--- src/rtl/etroc2_readout_pkg.sv ---
// Shared types and default parameters for the ETROC2 readout deserializer path.
package etroc2_readout_pkg;

    localparam int unsigned WORDWIDTH_DEF = 40;
    localparam int unsigned WIDTH_DEF     = 6;
    localparam int unsigned HDRWIDTH_DEF  = 8;
    localparam int unsigned HDRPOS_DEF    = 32;
    localparam logic [7:0]  HDR_DEF       = 8'hA5;
    localparam int unsigned LOCK_N_DEF    = 4;
    localparam int unsigned UNLOCK_N_DEF  = 3;

    typedef enum logic [1:0] {
        SEARCH = 2'd0,
        CHECK  = 2'd1,
        LOCKED = 2'd2
    } lock_state_e;

    // Bits needed to hold a count from 0 up to n inclusive.
    function automatic int unsigned cnt_bits(input int unsigned n);
        return (n < 1) ? 1 : $clog2(n + 1);
    endfunction

endpackage

--- src/rtl/header_lock_fsm.sv ---
// Header-based word lock tracker: decides alignment and requests bit slips while searching.
module header_lock_fsm
    import etroc2_readout_pkg::*;
#(
    parameter int unsigned LOCK_N   = LOCK_N_DEF,
    parameter int unsigned UNLOCK_N = UNLOCK_N_DEF
) (
    input  logic bitCK,
    input  logic reset,
    input  logic capture,
    input  logic good,
    input  logic enAlign,
    output logic slipReq,
    output logic aligned
);

    localparam int unsigned CW = cnt_bits((LOCK_N > UNLOCK_N) ? LOCK_N : UNLOCK_N);
    localparam logic [CW-1:0] LOCK_LAST   = CW'(LOCK_N - 1);
    localparam logic [CW-1:0] UNLOCK_LAST = CW'(UNLOCK_N - 1);

    lock_state_e state_q, state_d;
    logic [CW-1:0] good_q, good_d, bad_q, bad_d;
    logic slip_d, aligned_d;

    always_ff @(posedge bitCK) begin
        if (reset) begin
            state_q <= SEARCH;
            good_q  <= '0;
            bad_q   <= '0;
            slipReq <= 1'b0;
            aligned <= 1'b0;
        end else begin
            state_q <= state_d;
            good_q  <= good_d;
            bad_q   <= bad_d;
            slipReq <= slip_d;
            aligned <= aligned_d;
        end
    end

    // Transitions happen only on a captured word; manual mode pins the tracker in SEARCH.
    always_comb begin
        state_d = state_q;
        good_d  = good_q;
        bad_d   = bad_q;
        slip_d  = 1'b0;
        if (!enAlign) begin
            state_d = SEARCH;
            good_d  = '0;
            bad_d   = '0;
        end else if (capture) begin
            case (state_q)
                SEARCH: begin
                    if (good) begin
                        good_d  = CW'(1);
                        bad_d   = '0;
                        state_d = (LOCK_N == 1) ? LOCKED : CHECK;
                    end else begin
                        good_d = '0;
                        slip_d = 1'b1;
                    end
                end
                CHECK: begin
                    if (good) begin
                        if (good_q == LOCK_LAST) begin
                            state_d = LOCKED;
                            bad_d   = '0;
                        end else begin
                            good_d = good_q + 1'b1;
                        end
                    end else begin
                        state_d = SEARCH;
                        good_d  = '0;
                        slip_d  = 1'b1;
                    end
                end
                LOCKED: begin
                    if (good) begin
                        bad_d = '0;
                    end else if (bad_q == UNLOCK_LAST) begin
                        state_d = SEARCH;
                        good_d  = '0;
                        bad_d   = '0;
                    end else begin
                        bad_d = bad_q + 1'b1;
                    end
                end
                default: begin
                    state_d = SEARCH;
                    good_d  = '0;
                    bad_d   = '0;
                end
            endcase
        end
    end

    always_comb begin
        aligned_d = (state_d == LOCKED);
    end

endmodule

--- src/rtl/aligning_deserializer.sv ---
// LSB-first serial-to-parallel converter with programmable input delay and header-driven bit-slip alignment.
module aligning_deserializer
    import etroc2_readout_pkg::*;
#(
    parameter int unsigned WORDWIDTH         = WORDWIDTH_DEF,
    parameter int unsigned WIDTH             = WIDTH_DEF,
    parameter int unsigned HDRWIDTH          = HDRWIDTH_DEF,
    parameter int unsigned HDRPOS            = HDRPOS_DEF,
    parameter logic [HDRWIDTH-1:0] HDR       = HDR_DEF,
    parameter int unsigned LOCK_N            = LOCK_N_DEF,
    parameter int unsigned UNLOCK_N          = UNLOCK_N_DEF
) (
    input  logic                 bitCK,
    input  logic                 reset,
    input  logic                 sin,
    input  logic [WIDTH-1:0]     delay,
    input  logic                 enAlign,
    input  logic                 manualSlip,
    output logic [WORDWIDTH-1:0] dout,
    output logic                 wordValid,
    output logic                 wordCK,
    output logic                 aligned,
    output logic [WIDTH-1:0]     slipCount
);

    localparam int unsigned IDX_W = $clog2(WORDWIDTH);
    localparam logic [WIDTH-1:0] LAST = WIDTH'(WORDWIDTH - 1);
    localparam logic [WIDTH-1:0] HALF = WIDTH'(WORDWIDTH / 2);

    logic [WORDWIDTH-1:0] dline, sreg, word_c;
    logic [WIDTH-1:0]     cnt, dly_eff_c;
    logic                 hold, slip_pend, slip_req;
    logic                 delayed_s_c, boundary_c, slip_now_c, capture_c, good_c;

    // Delay tap selection, boundary detection and the word about to be captured.
    always_comb begin
        dly_eff_c   = (32'(delay) >= WORDWIDTH) ? LAST : delay;
        delayed_s_c = (dly_eff_c == '0) ? sin : dline[IDX_W'(dly_eff_c - 1'b1)];
        boundary_c  = (cnt == LAST);
        slip_now_c  = boundary_c && !hold && slip_pend;
        capture_c   = boundary_c && !slip_now_c;
        word_c      = {delayed_s_c, sreg[WORDWIDTH-1:1]};
        good_c      = (word_c[HDRPOS +: HDRWIDTH] == HDR);
    end

    always_ff @(posedge bitCK) begin
        if (reset) begin
            dline     <= '0;
            sreg      <= '0;
            cnt       <= '0;
            hold      <= 1'b0;
            slip_pend <= 1'b0;
            dout      <= '0;
            wordValid <= 1'b0;
            wordCK    <= 1'b0;
            slipCount <= '0;
        end else begin
            dline     <= {dline[WORDWIDTH-2:0], sin};
            sreg      <= word_c;
            wordValid <= capture_c;
            hold      <= slip_now_c;
            if (capture_c) begin
                dout <= word_c;
            end
            // A slip stretches the boundary by one edge; the counter stays at LAST.
            if (slip_now_c) begin
                slipCount <= (slipCount == LAST) ? '0 : slipCount + 1'b1;
            end else begin
                wordCK <= (cnt >= HALF);
                cnt    <= boundary_c ? '0 : cnt + 1'b1;
            end
            slip_pend <= (slip_pend && !slip_now_c) || slip_req || (manualSlip && !enAlign);
        end
    end

    header_lock_fsm #(
        .LOCK_N   (LOCK_N),
        .UNLOCK_N (UNLOCK_N)
    ) u_lock (
        .bitCK   (bitCK),
        .reset   (reset),
        .capture (capture_c),
        .good    (good_c),
        .enAlign (enAlign),
        .slipReq (slip_req),
        .aligned (aligned)
    );

endmodule

--- config.mk ---
export PLATFORM = sky130hd
export DESIGN_NAME = aligning_deserializer
export DESIGN_NICKNAME = d
export VERILOG_FILES = /design/src/rtl/etroc2_readout_pkg.sv /design/src/rtl/header_lock_fsm.sv /design/src/rtl/aligning_deserializer.sv
export SDC_FILE = /design/constraint.sdc
export NUM_CORES = 1
export LEC_CHECK = 0
export BUFFER_PORTS_ARGS = -buffer_cell sky130_fd_sc_hd__buf_2
export CAP_MARGIN = 25
export CORE_MARGIN = 5
export CORE_UTILIZATION = 50
export DETAILED_ROUTE_END_ITERATION = 7
export PLACE_DENSITY = 0.8
export SLEW_MARGIN = 20
export SYNTH_ARGS = -nofsm -noshare
export SYNTH_HDL_FRONTEND = slang
export SYNTH_HIERARCHICAL = 1
export SYNTH_SLANG_ARGS = --single-unit
--- constraint.sdc ---
create_clock -name bitCK -period 7.9 [get_ports bitCK]
set_input_delay 1.975 -clock bitCK [delete_from_list [all_inputs] [get_ports bitCK]]
set_output_delay 1.975 -clock bitCK [all_outputs]
set_load 0.03 [all_outputs]
==> impl_metrics.yaml, run 1 <==
drt:
  vias_per_cell: 5.13
  drc: 0
  routedWlPerCell_um: 13.8
  drt-total-wl_mm: 10.3
  drt_first_pass_iters: 4
  vias: 3803
  ant_nets: 0
  first_iter_violations: 199
timing:
  rsz0062_at_grt: "false"
  setup_tns_ns: 0
  slew_headroom_pct: 39.4
  min_period_ns: 5.59
  worst_pin_slew_ns: 0.909
  timing.hold.ws_ns: 0.448
  period_share_pct: 70.8
  hold_violations: 0
  fmax_mhz: 179
  skew_ns: 0.0134
  slew_viol_final: 0
  setup_viol: 0
power:
  power.density_nw_per_um2: 249
  peakVddDrop_mv: 0.130
  p_leak_nw: 2.43
clock_tree:
  clk_latency_ns: 0.51
  cts_tree: "yes"
  root_buffer: "clkbuf_8"
  clkTransAtPathRegs_ns: 0.07
  htreeDepth: 4
  cts_hold_buffers: 0
  cts_sinks: 145
  clockBufferDepth: 2
  post_cts_buffers: 0
  cts_buffers: 17
  ctsResizeCount: 0
yosys:
  synth-edff-count: 0
  synth_fa_ha_area_share_pct: 1.42
  postSynthCellCount: 542
  synth.distinct_cells: 61
  synth_ff_type: "dfxtp_1"
  ys_seq_elements: 145
  synth_simple_gate_area_share_pct: 23.3
  yosys_warnings: 6
  synth_top_area_share_pct: 55.0
  synthMuxAreaShare_pct: 4.72
  synth_area_um2: 5280
  yosys-top-cells-area: "dfxtp_1, nor2b_1, nand2_1"
  synth_top_family_by_area: "simple AND/OR/NAND/NOR gates"
  synth_compound_area_share_pct: 10.8
  post_synth_xor_area_fraction_pct: 1.33
  ys_seq_area_share_pct: 55.0
  async_flop_share_pct: 0
  syn_avg_cell_area_um2: 9.73
  syn-num-nets: 559
  yosys.area.top_type: "dfxtp_1"
run_status:
  status: "completed"
cells_and_area:
  drive_gt1_share_pct: 18.5
  antenna_cells: 0
  area_growth_pct: 17.8
  nets: 610
setup_path:
  cp-end-kind: "register"
  critPathKind: "in -> reg"
  cp.arrival_ns: 5.97
  r2r-start: "cnt[0]"
  startpoint_type: "input port"
  cp-startpoint: "delay[3]"
  crit_fanout: 16
  crit_required_ns: 8.28
floorplanning:
  pin_count: 60
  initial_utilization_pct: 51.1
  die_h_um: 113
  placement_rows: 37
  dieWidth_um: 113
  coreArea_um2: 10300
  die_area_um2: 12700
grt:
  grt_max_degree: 90
  grt_overflow: 0
  grt_pass1_wl_mm: 17.2
  grt_usage_pct: 16.4
  grt_pass1_vias: 3772
  antenna_found_initial: 0
place:
  globalplace.congestion: 0.959
  io_buffer_count: 59
  hpwl_mm: 6.59
job:
  maxCapViolations: 0
hold_path:
  hold_class: "reg -> reg"
  min-delay-start: "sreg[20]"
## flip-flops by register name (all words and copies together) (netlist names)
name	flops
u_lock/state_q	2
dline	40
slip_pend	1
dout	40
u_lock/slipReq	1
wordCK	1
wordValid	1
u_lock/aligned	1
sreg	39
slipCount	6
hold	1
u_lock/bad_q	3
u_lock/good_q	3
cnt	6
## cells in the final DEF, fill, tap and decap left out, types with 9 or more instances in the layout
master,n
dfxtp_1,145
nand2_1,88
nor2b_1,82
buf_2,58
a21oi_1,52
nor2_1,19
clkbuf_16,16
o21ai_0,12
nand3_1,10
inv_1,9
## synth_stat cells (4+ instances only)
library cell    n
mux2_2          4
inv_1           9
clkbuf_1       23
nand3_1        10
dfxtp_1       145
nand2_1        88
ha_1            6
nand2b_1        6
o21ai_0        12
a21oi_1        52
nand4_1         4
mux2i_1         8
nor2_1         19
nor2b_1        82
nor3_1          7
xor2_1          5
## stage by stage
stage / utilization (%) / area, um^2 / instances / setup WS [ns] / total power, mW
floorplan: - / 5280 / 542 / 2.14 / 0.787
global placement: 54.6 / 5630 / 710 / 2.20 / 0.795
detailed placement: 54.6 / 5630 / 710 / 2.02 / 0.797
CTS: 60.2 / 6210 / 742 / 2.40 / 1.57
global route: 60.2 / 6210 / 742 / 2.07 / 1.60
finish: 60.2 / 6210 / 742 / 2.31 / 1.55
## report_power, final
group          switching, mW  leakage (nW)  internal, mW
Clock                  0.335         0.285         0.434
Sequential           0.00248          1.17         0.734
Combinational         0.0288         0.976        0.0153
## critical path: stages
cell and delay (ns):
buf_2 0.17, o21a_4 0.18, or2_1 0.30, inv_8 0.07, ha_1 0.72, nor2b_1 0.12
a2111oi_0 0.54, a2111oi_0 0.19, a211oi_2 0.19, nand4_1 0.17, a22oi_2 0.20, nor4_1 0.08
buf_4 0.16, nor4b_2 0.34, o221ai_4 0.18, o2111a_2 0.23, a21boi_2 0.15
## path summary, 6_finish.rpt
kind | to | slack (ns) | depth (start not counted)
hold / removal | dout[19] | 0.45 | 2
hold reg to reg | dout[19] | 0.45 | 2
setup reg to reg | u_lock/bad_q[0] | 4.35 | 9
setup / recovery | u_lock/aligned | 2.31 | 17
## cell families (layout without fill, tap and decap cells)
| logic type | after synthesis | count (layout) |
|---|---|---|
| AOI/OAI and AO/OA | 89 | 89 |
| xor gates and xnor gates | 8 | 8 |
| adders and majority gates | 6 | 6 |
| buffers and inverters | 40 | 104 |
| DFF | 145 | 145 |
| muxes | 17 | 17 |
| and+or+nand+nor | 237 | 237 |
## area by class of cell
cell class	instances	area, um^2
fill	855	4110
sequential	145	2900
inverter	11	48.8
clock buffer	17	414
tap	136	170
clock inverter	15	165
timing repair buffer	61	313
multi-input combinational	357	2200
## routing by layer
layer | up-vias | GRT usage [%] | routed length, um
met2 | 78 | 27.8 | 5080
met1 | 1792 | 20.1 | 4630
met5 | - | 0 | 0
met3 | 8 | 3.42 | 425
li1 | 1925 | - | -
met4 | 0 | 6.97 | 136
Note: power is estimated with default switching activity, not from simulation.
==> inputs of run 2 (changes only) <==
--- a/config.mk
+++ b/config.mk
@@ -5,12 +5,13 @@
 export SDC_FILE = /design/constraint.sdc
 export NUM_CORES = 1
 export LEC_CHECK = 0
+export ABC_AREA = 1
 export BUFFER_PORTS_ARGS = -buffer_cell sky130_fd_sc_hd__buf_2
 export CAP_MARGIN = 25
 export CORE_MARGIN = 5
 export CORE_UTILIZATION = 50
 export DETAILED_ROUTE_END_ITERATION = 7
-export PLACE_DENSITY = 0.8
+export PLACE_DENSITY = 0.82
 export SLEW_MARGIN = 20
 export SYNTH_ARGS = -nofsm -noshare
 export SYNTH_HDL_FRONTEND = slang
==> constraint.sdc (replaced) <==
create_clock -name bitCK -period 4.81 [get_ports bitCK]
set_input_delay 1.2025 -clock bitCK [delete_from_list [all_inputs] [get_ports bitCK]]
set_output_delay 1.2025 -clock bitCK [all_outputs]
set_load 0.03 [all_outputs]
==> run 2 against run 1 <==
Effect of this change: via count grew 11%; power grew 69%; sequential share of layout area shrank 0.69 points; routed wire length grew 1.1%; combinational power grew 120%; clock skew shrank 0.0017 ns; synthesized area grew 2.0%; critical path depth grew 3; non-clock buffer count shrank 1; critical path type unchanged; largest cell class unchanged.
==> impl_metrics.yaml, run 2 <==
clock_tree:
  clkTransAtPathRegs_ns: 0.07
  post_cts_buffers: 0
  clockBufferDepth: 2
  cts_tree: "yes"
  cts_buffers: 17
  cts_sinks: 145
  clk_latency_ns: 0.52
  cts_hold_buffers: 0
  root_buffer: "clkbuf_8"
  ctsResizeCount: 0
  htreeDepth: 4
yosys:
  post_synth_most_frequent_cells: "dfxtp_1, nand2_1, inv_1"
  ys_seq_elements: 145
  synth_top_area_share_pct: 53.9
  yosys-top-cells-area: "dfxtp_1, nand2_1, inv_1"
  synth_area_um2: 5380
  syn_avg_cell_area_um2: 7.82
  async_flop_share_pct: 0
  yosys.area.top_type: "dfxtp_1"
  postSynthCellCount: 688
  yosysMostFrequentCell: "dfxtp_1"
  syn-num-nets: 705
  synth-edff-count: 0
  synth.distinct_cells: 34
  yosys_warnings: 6
  ys_seq_area_share_pct: 53.9
  synth_ff_type: "dfxtp_1"
power:
  power.density_nw_per_um2: 414
  p_leak_nw: 2.72
  finalPower_mw: 2.61
  peakVddDrop_mv: 0.258
grt:
  antenna_found_initial: 0
  grt_max_degree: 82
  grt_usage_pct: 17.0
  grt_pass1_vias: 4047
  grt_pass1_wl_mm: 17.8
  grt_overflow: 0
setup_path:
  cp.arrival_ns: 4.34
  critical_path_buf_inv_count: 3
  critPathTopFamily: "simple AND/OR/NAND/NOR gates"
  r2r-start: "cnt[0]"
  critical-path-slowest-cell: "ha_1"
  cp_cell_sequence: "buf_2 -> nor2_1 -> nor2_2 -> nor2_4 -> ha_1 -> clkinv_1 -> a21oi_1 -> o21ai_1 -> nand3_1 -> nand3_1 -> a21oi_1 -> nand2_1 -> a21oi_1 -> inv_2 -> nand2_4 -> nand2_4 -> nor2_4 -> nand2_1 -> nand3_1 -> nor2_1"
  crit_fanout: 14
  r2r_setup_slack_ns: 2.06
  cpPeakStageDelay_ns: 0.43
  r2r_cells: 9
  critPathKind: "in -> reg"
  startpoint_type: "input port"
  rr_endpoint: "cnt[5]"
  crit_required_ns: 5.22
  cp-end-kind: "register"
cells_and_area:
  area_growth_pct: 17.2
  nets: 760
  multi_input_area_um2: 1850
  layout_common_cells: "dfxtp_1, nand2_1, inv_1, nor2_1, buf_2"
  drive_gt1_share_pct: 15.5
  final_common_cell: "dfxtp_1"
  antenna_cells: 0
  num-fill-cells: 937
  ff_latch_area_um2: 2900
  top_regs: "dline (40), dout (40), sreg (39)"
timing:
  hold_violations: 0
  slew_viol_final: 0
  rsz0062_at_grt: "false"
  setup_viol: 0
  min_period_ns: 3.92
  setup_tns_ns: 0
  period_share_pct: 81.6
  timing.hold.ws_ns: 0.427
  worst_pin_slew_ns: 0.897
  skew_ns: 0.0118
  slew_headroom_pct: 40.0
  fmax_mhz: 255
floorplanning:
  coreArea_um2: 10400
  initial_utilization_pct: 51.7
  die_h_um: 114
  pin_count: 60
  dieWidth_um: 114
  placement_rows: 37
  die_area_um2: 12900
place:
  hpwl_mm: 6.81
  globalplace.congestion: 0.843
  io_buffer_count: 59
drt:
  ant_nets: 0
  drc: 0
  vias: 4234
  drt-total-wl_mm: 10.4
  first_iter_violations: 272
  vias_per_cell: 4.75
  drt_first_pass_iters: 4
  routedWlPerCell_um: 11.6
hold_path:
  hold_class: "reg -> reg"
  min_path_cells: 2
  min-delay-start: "dline[18]"
  hold_end: "dline[19]"
job:
  maxCapViolations: 0
run_status:
  status: "completed"
-- run 2: layout make-up --
class	count	area share, %
clock inverters	14	2.70
flip-flops and latches	145	46.0
clock buffers	18	6.79
well taps	136	2.70
inverters	129	7.68
repair buffers	60	4.80
multi-input cells	390	29.3
-- run 2: cells by family (layout without fill, tap and decap cells) --
group                      after synthesis  after routing  share of synthesized area [%]
AOI/OAI and AO/OA                       75             75                           7.39
xor gates and xnor gates                 2              2                          0.326
adders and majority gates                6              6                           1.39
buffers and inverters                  153            221                           11.7
DFF                                    145            145                           53.9
and+or+nand+nor                        307            307                           25.2
-- run 2: per-stage QoR --
| stage | std cells | worst slack [ns] | utilization (%) | area, um^2 |
|---|---|---|---|---|
| detailed placement | 860 | 0.462 | 54.8 | 5710 |
| CTS | 892 | 0.931 | 60.5 | 6300 |
| global route | 892 | 0.587 | 60.5 | 6300 |
| floorplan | 688 | 1.26 | - | 5380 |
| global placement | 860 | 0.593 | 54.8 | 5710 |
| finish | 892 | 0.885 | 60.5 | 6300 |
-- run 2: metal layers --
metal  vias to the layer above  track usage [%]  routed length, um  part of all wire (%)
li1                       2213                -                  -                     -
met1                      1911             21.1               4740                    46
met2                       101             27.2               4870                    47
met3                         9             6.10                670                   6.5
met4                         0             6.17                101                  0.97
met5                         -                0                  0                     0
-- run 2: how the worst max path moves through the flow --
stage	start	to	slack, ns	cells past startpoint
2_1_floorplan	delay[4]	u_lock/bad_q[1]	1.26	20
5_1_grt	delay[4]	u_lock/bad_q[1]	0.59	20
3_5_place_dp	delay[4]	u_lock/bad_q[1]	0.46	20
6_report	delay[4]	u_lock/bad_q[1]	0.89	20
3_3_place_gp	delay[4]	u_lock/bad_q[1]	0.59	20
4_1_cts	delay[4]	u_lock/bad_q[1]	0.93	20
-- run 2: worst min-delay path: stages (launching register included) --
cell	delay (ns)
dfxtp_1	0.31
inv_1	0.05
nor2_1	0.03
-- run 2: report_power, final --
part,internal (mW),switching [mW],leakage [nW]
Clock,0.771,0.534,0.289
Combinational,0.0291,0.0693,1.26
Sequential,1.21,0.00315,1.17
Total,2.01,0.607,2.72
==> inputs of run 3 (changes only) <==
--- a/config.mk
+++ b/config.mk
@@ -11,7 +11,7 @@
 export CORE_MARGIN = 5
 export CORE_UTILIZATION = 50
 export DETAILED_ROUTE_END_ITERATION = 7
-export PLACE_DENSITY = 0.82
+export PLACE_DENSITY = 0.8
 export SLEW_MARGIN = 20
 export SYNTH_ARGS = -nofsm -noshare
 export SYNTH_HDL_FRONTEND = slang
==> constraint.sdc (replaced) <==
create_clock -name bitCK -period 4.1 [get_ports bitCK]
set_input_delay 1.025 -clock bitCK [delete_from_list [all_inputs] [get_ports bitCK]]
set_output_delay 1.025 -clock bitCK [all_outputs]
set_load 0.03 [all_outputs]
==> run 3 against run 2 <==
Effect of this change: sequential power up 17%; cell count rose by 0.22%; critical path depth is the same; sequential share of layout area down 0.25 points; combinational power rose by 20%; core utilization up 0.34 points; die area unchanged; non-clock buffer count grew 2; count of clock-buffer cells in the layout unchanged; critical endpoint is now u_lock/bad_q[0].
==> impl_metrics.yaml, run 3 (synthesis results as in run 2) <==
hold_path:
  min-delay-start: "sreg[16]"
  hold_end: "sreg[15]"
  min_path_cells: 2
  hold_class: "reg -> reg"
floorplanning:
  dieWidth_um: 114
  placement_rows: 37
  initial_utilization_pct: 51.7
  die_area_um2: 12900
  die_h_um: 114
  coreArea_um2: 10400
  pin_count: 60
setup_path:
  critical_path_buf_inv_count: 3
  startpoint_type: "input port"
  crit_fanout: 14
  critPathKind: "in -> reg"
  r2r_cells: 9
  critical-path-slowest-cell: "nor2_4"
  r2r-start: "cnt[0]"
  cp.arrival_ns: 3.69
  crit_required_ns: 4.50
  r2r_setup_slack_ns: 1.41
  cpMostUsedCell: "a21oi_1"
  critPathTopFamily: "simple AND/OR/NAND/NOR gates"
  cpPeakStageDelay_ns: 0.27
  cp_cell_sequence: "buf_2 -> nor2_1 -> nor2_2 -> nor2_4 -> ha_1 -> clkinv_1 -> a21oi_1 -> o21ai_1 -> nand3_1 -> nand3_1 -> a21oi_1 -> nand2_1 -> a21oi_1 -> inv_2 -> nand2_4 -> nand2_4 -> nor2_4 -> o21ai_1 -> nand2_1 -> nor2_1"
  rr_endpoint: "cnt[5]"
  cp-end-kind: "register"
drt:
  drt_first_pass_iters: 5
  drc: 0
  vias_per_cell: 4.78
  vias: 4274
  ant_nets: 0
  first_iter_violations: 222
  drt-total-wl_mm: 10.8
  routedWlPerCell_um: 12.0
cells_and_area:
  area_growth_pct: 17.8
  top_regs: "dline (40), dout (40), sreg (39)"
  nets: 762
  antenna_cells: 0
  layout_common_cells: "dfxtp_1, nand2_1, inv_1, nor2_1, buf_2"
  num-fill-cells: 912
  drive_gt1_share_pct: 15.7
  final_common_cell: "dfxtp_1"
  finalNonFillerCells: 894
clock_tree:
  cts_hold_buffers: 0
  cts_sinks: 145
  clockBufferDepth: 2
  ctsResizeCount: 0
  cts_tree: "yes"
  clk_latency_ns: 0.51
  cts_buffers: 17
  clkTransAtPathRegs_ns: 0.07
  root_buffer: "clkbuf_8"
  post_cts_buffers: 0
  htreeDepth: 4
grt:
  grt_pass1_wl_mm: 18.4
  grt_max_degree: 58
  antenna_found_initial: 0
  grt_overflow: 0
  grt_usage_pct: 17.3
  grt_pass1_vias: 4154
run_status:
  status: "completed"
power:
  power.density_nw_per_um2: 493
  p_leak_nw: 2.74
  peakVddDrop_mv: 0.304
place:
  io_buffer_count: 59
  hpwl_mm: 7.33
  globalplace.congestion: 0.845
  post-place-cells: 862
timing:
  skew_ns: 0.00819
  period_share_pct: 80.4
  rsz0062_at_grt: "false"
  setup_viol: 0
  worst_pin_slew_ns: 0.920
  setup_tns_ns: 0
  slew_headroom_pct: 38.5
  fmax_mhz: 304
  slew_viol_final: 0
  min_period_ns: 3.29
  hold_violations: 0
job:
  maxCapViolations: 0
run 3: cell count changes in the layout (fill, tap and decap cells not counted), sizes merged:
| cell | before | now |
|---|---|---|
| bufinv | 2 | 3 |
| buf | 60 | 62 |
| clkinvlp | 2 | 0 |
| inv | 135 | 136 |
run 3: metrics by stage:
stage	area [um^2]	power [mW]	util (%)	hold WS, ns	setup slack, ns
global route	6340	3.25	60.9	0.440	0.544
detailed placement	5720	1.57	54.9	0.415	0.335
global placement	5720	1.56	54.9	0.409	0.556
finish	6340	3.13	60.9	0.420	0.806
floorplan	5380	1.54	-	0.403	0.730
CTS	6340	3.15	60.9	0.424	0.842
run 3: routing by layer:
metal	vias to the layer above	track usage, %	wire [um]
li1	2224	-	-
met1	1928	21.3	4860
met2	102	28.6	5100
met3	20	5.09	607
met4	0	6.65	183
met5	-	0	0
run 3: layout make-up:
cell class | count | area [um^2] | area share, %
tap | 136 | 170 | 2.68
clock buffer | 18 | 428 | 6.75
multi-input combinational | 390 | 1850 | 29.1
sequential | 145 | 2900 | 45.8
inverter | 129 | 484 | 7.64
timing repair buffer | 62 | 318 | 5.01
clock inverter | 14 | 190 | 3.00
run 3: worst max-delay path by stage:
| stage | start | endpoint | cells past startpoint |
|---|---|---|---|
| 2_1_floorplan | delay[4] | u_lock/bad_q[1] | 20 |
| 3_5_place_dp | delay[4] | u_lock/bad_q[0] | 20 |
| 4_1_cts | delay[4] | u_lock/bad_q[0] | 20 |
| 6_report | delay[4] | u_lock/bad_q[0] | 20 |
| 3_3_place_gp | delay[4] | u_lock/bad_q[1] | 20 |
| 5_1_grt | delay[4] | u_lock/bad_q[1] | 21 |
run 3: tightest hold or removal path, delay by kind of cell, from the launching register on:
kind | cells | cell delay (ns)
buffers and inverters | 1 | 0.05
DFF | 1 | 0.30
and+or+nand+nor | 1 | 0.03
run 3: power by group:
part	total (mW)	switching, mW	internal [mW]
registers	1.42	0.00344	1.42
clock network	1.59	0.625	0.967
logic	0.118	0.0823	0.0354
